### config.mk
export PLATFORM = sky130hd
export DESIGN_NAME = memory_port_arbiter
export DESIGN_NICKNAME = d
export VERILOG_FILES = /design/src/rtl/memory_port_arbiter.sv
export SDC_FILE = /design/constraint.sdc
export NUM_CORES = 1
export LEC_CHECK = 0
export CORE_UTILIZATION = 35
export DETAILED_ROUTE_END_ITERATION = 7
export GPL_TIMING_DRIVEN = 0
export PLACE_DENSITY = 0.67
export SLEW_MARGIN = 0
export SYNTH_ARGS = -nofsm -noshare
export SYNTH_HDL_FRONTEND = slang
export SYNTH_SLANG_ARGS = --single-unit
### constraint.sdc
create_clock -name clk -period 2.1 [get_ports clk]
set_input_delay 0.63 -clock clk [delete_from_list [all_inputs] [get_ports clk]]
set_output_delay 0.63 -clock clk [all_outputs]
set_load 0.01 [all_outputs]
### src/rtl/memory_port_arbiter.sv
// Round-robin sequencer for the 4-port memory controller: grants one client,
// drives port select and access enable, then pulses a one-cycle ack to the winner.
module memory_port_arbiter #(
  parameter int unsigned ACCESS_LATENCY = 1,
  parameter int unsigned HOLD_CYCLES    = 1
) (
  input  logic       clk,
  input  logic       reset,
  input  logic [3:0] req,
  output logic [1:0] state,
  output logic       en,
  output logic [3:0] ack,
  output logic       busy,
  output logic [1:0] last_grant
);

  localparam logic [1:0] S_IDLE   = 2'd0;
  localparam logic [1:0] S_ACCESS = 2'd1;
  localparam logic [1:0] S_WAIT   = 2'd2;
  localparam logic [1:0] S_RESP   = 2'd3;

  localparam logic [1:0] HOLD_INIT = 2'(HOLD_CYCLES - 1);
  localparam logic [3:0] LAT_INIT  = 4'(ACCESS_LATENCY);

  logic [1:0] fsm_r;
  logic [1:0] fsm_s;
  logic [1:0] hold_r;
  logic [1:0] hold_s;
  logic [3:0] lat_r;
  logic [3:0] lat_s;
  logic [1:0] state_s;
  logic       en_s;
  logic [3:0] ack_s;
  logic       busy_s;
  logic [1:0] last_grant_s;
  logic [1:0] winner_s;
  logic       found_s;

  function automatic logic [3:0] port_onehot(input logic [1:0] idx);
    port_onehot = 4'b0001 << idx;
  endfunction

  // Round-robin search starting just after the last acked client; it ends on last_grant itself.
  always_comb begin
    winner_s = 2'd0;
    found_s  = 1'b0;
    for (int k = 1; k <= 4; k++) begin
      logic [1:0] cand;
      cand = last_grant + 2'(k);
      if (!found_s && req[cand]) begin
        winner_s = cand;
        found_s  = 1'b1;
      end else begin
        found_s  = found_s;
      end
    end
  end

  // Next-state and next-output logic; every output is the registered image of these values.
  always_comb begin
    fsm_s        = fsm_r;
    hold_s       = hold_r;
    lat_s        = lat_r;
    state_s      = state;
    en_s         = 1'b0;
    ack_s        = 4'b0000;
    last_grant_s = last_grant;
    case (fsm_r)
      S_IDLE: begin
        if (found_s) begin
          fsm_s   = S_ACCESS;
          state_s = winner_s;
          hold_s  = HOLD_INIT;
          en_s    = 1'b1;
        end else begin
          fsm_s   = S_IDLE;
        end
      end
      S_ACCESS: begin
        if (hold_r == 2'd0) begin
          lat_s = LAT_INIT;
          if (LAT_INIT == 4'd0) begin
            fsm_s        = S_RESP;
            ack_s        = port_onehot(state);
            last_grant_s = state;
          end else begin
            fsm_s        = S_WAIT;
          end
        end else begin
          hold_s = hold_r - 2'd1;
          en_s   = 1'b1;
        end
      end
      S_WAIT: begin
        // The counter reaches zero on this edge, so the ack lands in the next cycle.
        if (lat_r <= 4'd1) begin
          fsm_s        = S_RESP;
          lat_s        = 4'd0;
          ack_s        = port_onehot(state);
          last_grant_s = state;
        end else begin
          lat_s        = lat_r - 4'd1;
        end
      end
      S_RESP: begin
        fsm_s = S_IDLE;
      end
      default: begin
        fsm_s = S_IDLE;
      end
    endcase
    busy_s = (fsm_s != S_IDLE);
  end

  // State and output registers; reset aborts any access in flight without an ack.
  always_ff @(posedge clk) begin
    if (reset) begin
      fsm_r      <= S_IDLE;
      hold_r     <= 2'd0;
      lat_r      <= 4'd0;
      state      <= 2'd0;
      en         <= 1'b0;
      ack        <= 4'b0000;
      busy       <= 1'b0;
      last_grant <= 2'd3;
    end else begin
      fsm_r      <= fsm_s;
      hold_r     <= hold_s;
      lat_r      <= lat_s;
      state      <= state_s;
      en         <= en_s;
      ack        <= ack_s;
      busy       <= busy_s;
      last_grant <= last_grant_s;
    end
  end

endmodule

==> results.md, run 1 <==
- Outcome: finished, final reports clean
- Post-synth top area share: 40.9%
- Distinct cells, synth: 35
- CTS tree: done
- Die Wd: 52.2 um
- Setup ws final: 117 ps
- Via count: 756
- Most frequent cells after synthesis: 18 x dfxtp_1, 12 x nor2_1, 6 x inv_1, 6 x nand2_1
- Root Driver: clkbuf_4
- Setup crit end kind: output port
- Min Hold Slack: 512 ps
- Layout cell share with drive strength beyond 1: 10.3%
- Tmin final: 1980 ps
- Final #Nets: 126
- Antenna-violating nets left: 0
- Worst Max-Slew Pin Slew: 454 ps
- Buf/Inv on CP: 1
- Synth async-reset ratio: 0%
- Post-synth EDFFs: 0
- Leak: 0.000433 uW
- CTS Buffer Depth: 2
- Fin. max-slew vios: 0
- Clock Skews: 2.46 ps
- Worst vdd ir: 0.364 mV
- Mapped Cells: 98
- Final Cycle Share: 94.4%
- Register area share after synthesis: 40.9%
- Final Hold Viols: 0
- ANT cells: 0
- Core Area: 2300 um2
- Per-cell routed wire length: 11.5 um
- Post-CTS Resized: 0
- WP data required: 1470 ps
- PwrDens: 807 nW/um2
- Gr ovfl total: 0
- Post-Synthesis Net Count: 107
- Clk slew on worst S/H paths: 100 ps
- RSZ-0062 raised after global routing: no
- Max_slew headroom: 69.8%
- Area leader, netlist: dfxtp_1
- Maximum clock frequency: 504 MHz
- Routed WL: 1660 um
- Area grow syn2layout: 24.0%
- Worst-path cell chain: clkdlybuf4s50_1
- Largest net degree at the start of global routing: 11
- Cell with the most instances after synthesis: dfxtp_1
- Routability Congestion: 0.722
- Post-synthesis instance area: 881 um2
- Global-route wire length before repair: 2970 um
- DR pass1 iterations: 4
- Startpoint types: flop
- Rows: 17
- Critical path class: reg2out
- Post-CTS Setup Bufs: 0
- Synth warn: 0
- Die ar.: 2720 um2
- Avg Inst Size Synth: 8.99 um2
- Family with the most delay on the worst path: buffers and inverters
- Post-DP HPWL: 1240 um
- Setup WS pre-CTS: -0.347 ps
- Total GRT Usage: 14.3%
- Num ports: 16
- Worst stage delay on the critical path: 590 ps
- CTS buffer count: 3
- Number of global-route vias before repair: 703
- DRC: 0
- Worst-path fanout max: 7
- CTS sink count: 18
- Final-report setup violation count: 0
- Area contributors post-synth: dfxtp_1 41%, nor2_1 5.1%, ha_1 4.3%, nor4b_2 3.4%, nor4bb_4 2.8%
- Starting Density: 38.3%
- Slowest cell on crit path: clkdlybuf4s50_1
- Synthesis-stage register bit count: 18
- Final Non-Filler Cells: 144
- Vias per inst: 5.25
- Hold_buf cts: 0
- Worst EP arrival: 1350 ps
- Die Y: 52.2 um
- Min-delay worst type: reg2reg
- Worst skew pair latency: 290 ps
- Placed instance count: 140
- Top_reg_cell synth: dfxtp_1
- # port buffers: 14
- Initial antenna violation count: 0
- DRT iter0 DRCs: 13
- Max Cap Viol: 0
- # H-tree levels: 1
[worst register-to-register path, stage by stage, from the launching register on]
cell and delay [ps]:
dfxtp_1 340, inv_1 100, ha_1 190, nor2_1 60, or4b_1 480, buf_6 160
mux2i_1 160, nand2b_1 70
[layout by cell type (no fill, tap or decap), types with 2 or more instances in the layout]
cell,count
a21oi_1,4
a311oi_1,2
a31oi_1,3
clkbuf_1,3
clkbuf_4,3
clkdlybuf4s50_1,14
dfxtp_1,18
ha_1,3
inv_1,6
mux2i_1,2
nand2_1,6
nand2b_1,3
nand3_1,2
nor2_1,12
nor2b_1,2
nor3_1,2
nor4_1,2
nor4b_2,2
o21ai_0,4
o221ai_1,2
o22ai_1,2
or3_1,3
[area by class of cell]
| cell class | count | area (um2) |
|---|---|---|
| multi-input combinational | 69 | 468 |
| buffer | 5 | 30.0 |
| timing repair buffer | 14 | 140 |
| tap | 28 | 35.0 |
| fill | 231 | 1200 |
| clock buffer | 4 | 36.3 |
| inverter | 6 | 22.5 |
| sequential | 18 | 360 |
[metal layers]
layer,wire [um],share of wire [%],track usage (%),vias up
met5,0,0,0,-
li1,-,-,-,386
met4,27,1.6,6.58,0
met3,56,3.4,1.75,5
met2,771,46,22.6,16
met1,805,48,19.2,349
[sequential cells by signal (all words and copies together) (netlist names)]
register and count:
fsm_r 2, lat_r 4, state 2, hold_r 2, en 1, busy 1
last_grant 2, ack 4
[power by group]
| part | switching [uW] | internal (uW) | total (uW) |
|---|---|---|---|
| registers | 36.0 | 376 | 412 |
| clock network | 109 | 106 | 214 |
| logic | 122 | 133 | 255 |
[final timing paths]
path | from | endpoint | slack [ps] | cells past startpoint
min reg2reg | lat_r[2] | lat_r[2] | 510 | 2
min | lat_r[2] | lat_r[2] | 510 | 2
max reg2reg | lat_r[0] | last_grant[0] | 460 | 7
max | state[0] | state[0] | 120 | 1
[per-stage QoR]
stage	cell area, um2	power [uW]	utilization, %	TNS (ps)
floorplan	881	586	-	0
global placement	1060	668	46.0	-22.5
detailed placement	1060	674	46.0	-0.347
CTS	1090	886	47.5	0
global route	1090	939	47.5	0
finish	1090	882	47.5	0
[kinds of logic after synthesis]
group / count (synthesis) / synth area share, %
muxes: 2 / 2.27
and+or+nand+nor: 41 / 29.1
AOI/OAI and AO/OA: 22 / 16.5
xor gates and xnor gates: 1 / 0.994
DFF: 18 / 40.9
buffers and inverters: 11 / 5.97
adders and majority gates: 3 / 4.26
No activity file was read; power rests on OpenSTA's default activity.
==> run 2: changes to the inputs <==
--- a/config.mk
+++ b/config.mk
@@ -9,6 +9,7 @@
 export DETAILED_ROUTE_END_ITERATION = 7
 export GPL_TIMING_DRIVEN = 0
 export PLACE_DENSITY = 0.67
+export SKIP_CTS_REPAIR_TIMING = 1
 export SLEW_MARGIN = 0
 export SYNTH_ARGS = -nofsm -noshare
 export SYNTH_HDL_FRONTEND = slang
==> results of run 2 <==
Final layout, timing and power as in run 1 (identical DEF).
==> run 3: changes to the inputs <==
--- a/config.mk
+++ b/config.mk
@@ -8,7 +8,6 @@
 export CORE_UTILIZATION = 35
 export DETAILED_ROUTE_END_ITERATION = 7
 export GPL_TIMING_DRIVEN = 0
-export PLACE_DENSITY = 0.67
 export SKIP_CTS_REPAIR_TIMING = 1
 export SLEW_MARGIN = 0
 export SYNTH_ARGS = -nofsm -noshare
==> run 3 against run 2 <==
Effect of this change: sequential cell count is the same; largest cell class unchanged; sequential power is essentially flat; clock skew shrank 1.2 ps; via count shrank 0.13%; largest power group unchanged; total power shrank 0.64%; clock power is essentially flat; setup slack gained 14 ps; count of clock-buffer cells in the layout is the same; maximum frequency grew 0.73%; critical endpoint is now state[1].
==> results.md, run 3 (same netlist as run 1, synthesis figures left out) <==
- Min-delay worst type: reg2reg
- Worst stage delay on the critical path: 580 ps
- # H-tree levels: 1
- Post-DP HPWL: 1250 um
- Worst Max-Slew Pin Slew: 462 ps
- Buf/Inv on CP: 1
- Die Wd: 52.2 um
- # port buffers: 14
- Total GRT Usage: 14.5%
- Worst-path cell chain: clkdlybuf4s50_1
- Critical path class: reg2out
- CTS buffer count: 3
- Core Area: 2300 um2
- Most frequent cells in the layout: 18 x dfxtp_1, 14 x clkdlybuf4s50_1, 12 x nor2_1
- Layout cell share with drive strength beyond 1: 10.3%
- Via count: 755
- Final #Nets: 126
- Initial antenna violation count: 0
- DRC: 0
- RSZ-0062 raised after global routing: no
- Per-cell routed wire length: 11.5 um
- CTS tree: done
- Startpoint types: flop
- Final Hold Viols: 0
- Global-route wire length before repair: 2940 um
- DRT iter0 DRCs: 9
- Tmin final: 1970 ps
- Min Hold Slack: 508 ps
- Max_slew headroom: 69.2%
- Reg2Reg Setup Slack: 460 ps
- Most common cell after layout, fill and taps aside: dfxtp_1
- Reg2Reg Launch Point: fsm_r[1]
- Max Cap Viol: 0
- Leak: 0.000433 uW
- Largest net degree at the start of global routing: 11
- Final-report setup violation count: 0
- Die Y: 52.2 um
- Fin. max-slew vios: 0
- Leading registers by flop count: ack (4), lat_r (4)
- Setup WS pre-CTS: -14.4 ps
- Setup crit end kind: output port
- Worst-path fanout max: 7
- PwrDens: 802 nW/um2
- WP data required: 1470 ps
- Clock Skews: 1.28 ps
- Maximum clock frequency: 508 MHz
- Min-delay src: lat_r[2]
- R2R depth: 6
- CTS Buffer Depth: 2
- Family with the most delay on the worst path: buffers and inverters
- Vias per inst: 5.24
- WHS Path Cells: 2
- Worst EP arrival: 1340 ps
- Number of global-route vias before repair: 661
- Rows: 17
- Worst vdd ir: 0.339 mV
- Routability Congestion: 0.710
- Starting Density: 38.3%
- Outcome: finished, final reports clean
- Gr ovfl total: 0
- Die ar.: 2720 um2
- Endpoint, Worst Hold: lat_r[2]
- DR pass1 iterations: 4
- Num ports: 16
- Area grow syn2layout: 24.0%
- CTS sink count: 18
- Antenna-violating nets left: 0
- Total Power: 876 uW
- Root Driver: clkbuf_4
- Reg-to-Reg End: last_grant[0]
- Slowest cell on crit path: clkdlybuf4s50_1
- Clk slew on worst S/H paths: 100 ps
- Routed WL: 1660 um
- Final Cycle Share: 93.8%
- ANT cells: 0
- Worst skew pair latency: 290 ps
- Setup ws final: 131 ps
-- run 3: cell type report --
class | count | area, um2
Fill cell | 242 | 1200
Tap cell | 28 | 35.0
Timing Repair Buffer | 14 | 140
Inverter | 6 | 22.5
Multi-Input combinational cell | 69 | 468
Sequential cell | 18 | 360
Buffer | 5 | 30.0
Clock buffer | 4 | 36.3
-- run 3: metal layers --
layer | GRT usage, % | routed length [um]
met1 | 19.8 | 830
met2 | 21.4 | 754
met3 | 3.51 | 45
met4 | 6.58 | 33
met5 | 0 | 0
-- run 3: report_power, final --
part | internal, uW | switching, uW | total (uW)
registers | 376 | 35.5 | 412
clock network | 106 | 107 | 212
logic | 132 | 120 | 252
-- run 3: worst max-delay path by stage --
stage	from	endpoint	slack, ps	depth (start not counted)
after floorplan	fsm_r[1]	ack[3]	580	5
after global placement	req[3]	busy	-20	5
after detailed placement	req[3]	busy	-10	5
after CTS	state[0]	state[0]	120	1
after global routing	last_grant[1]	last_grant[1]	40	1
final	state[1]	state[1]	130	1
-- run 3: per-stage QoR --
step | instances | util [%] | cell area [um2] | TNS [ps]
finish | 144 | 47.5 | 1090 | 0
global route | 144 | 47.5 | 1090 | 0
CTS | 144 | 47.5 | 1090 | 0
detailed placement | 140 | 46.0 | 1060 | -14.4
global placement | 140 | 46.0 | 1060 | -15.1
floorplan | 98 | - | 881 | 0
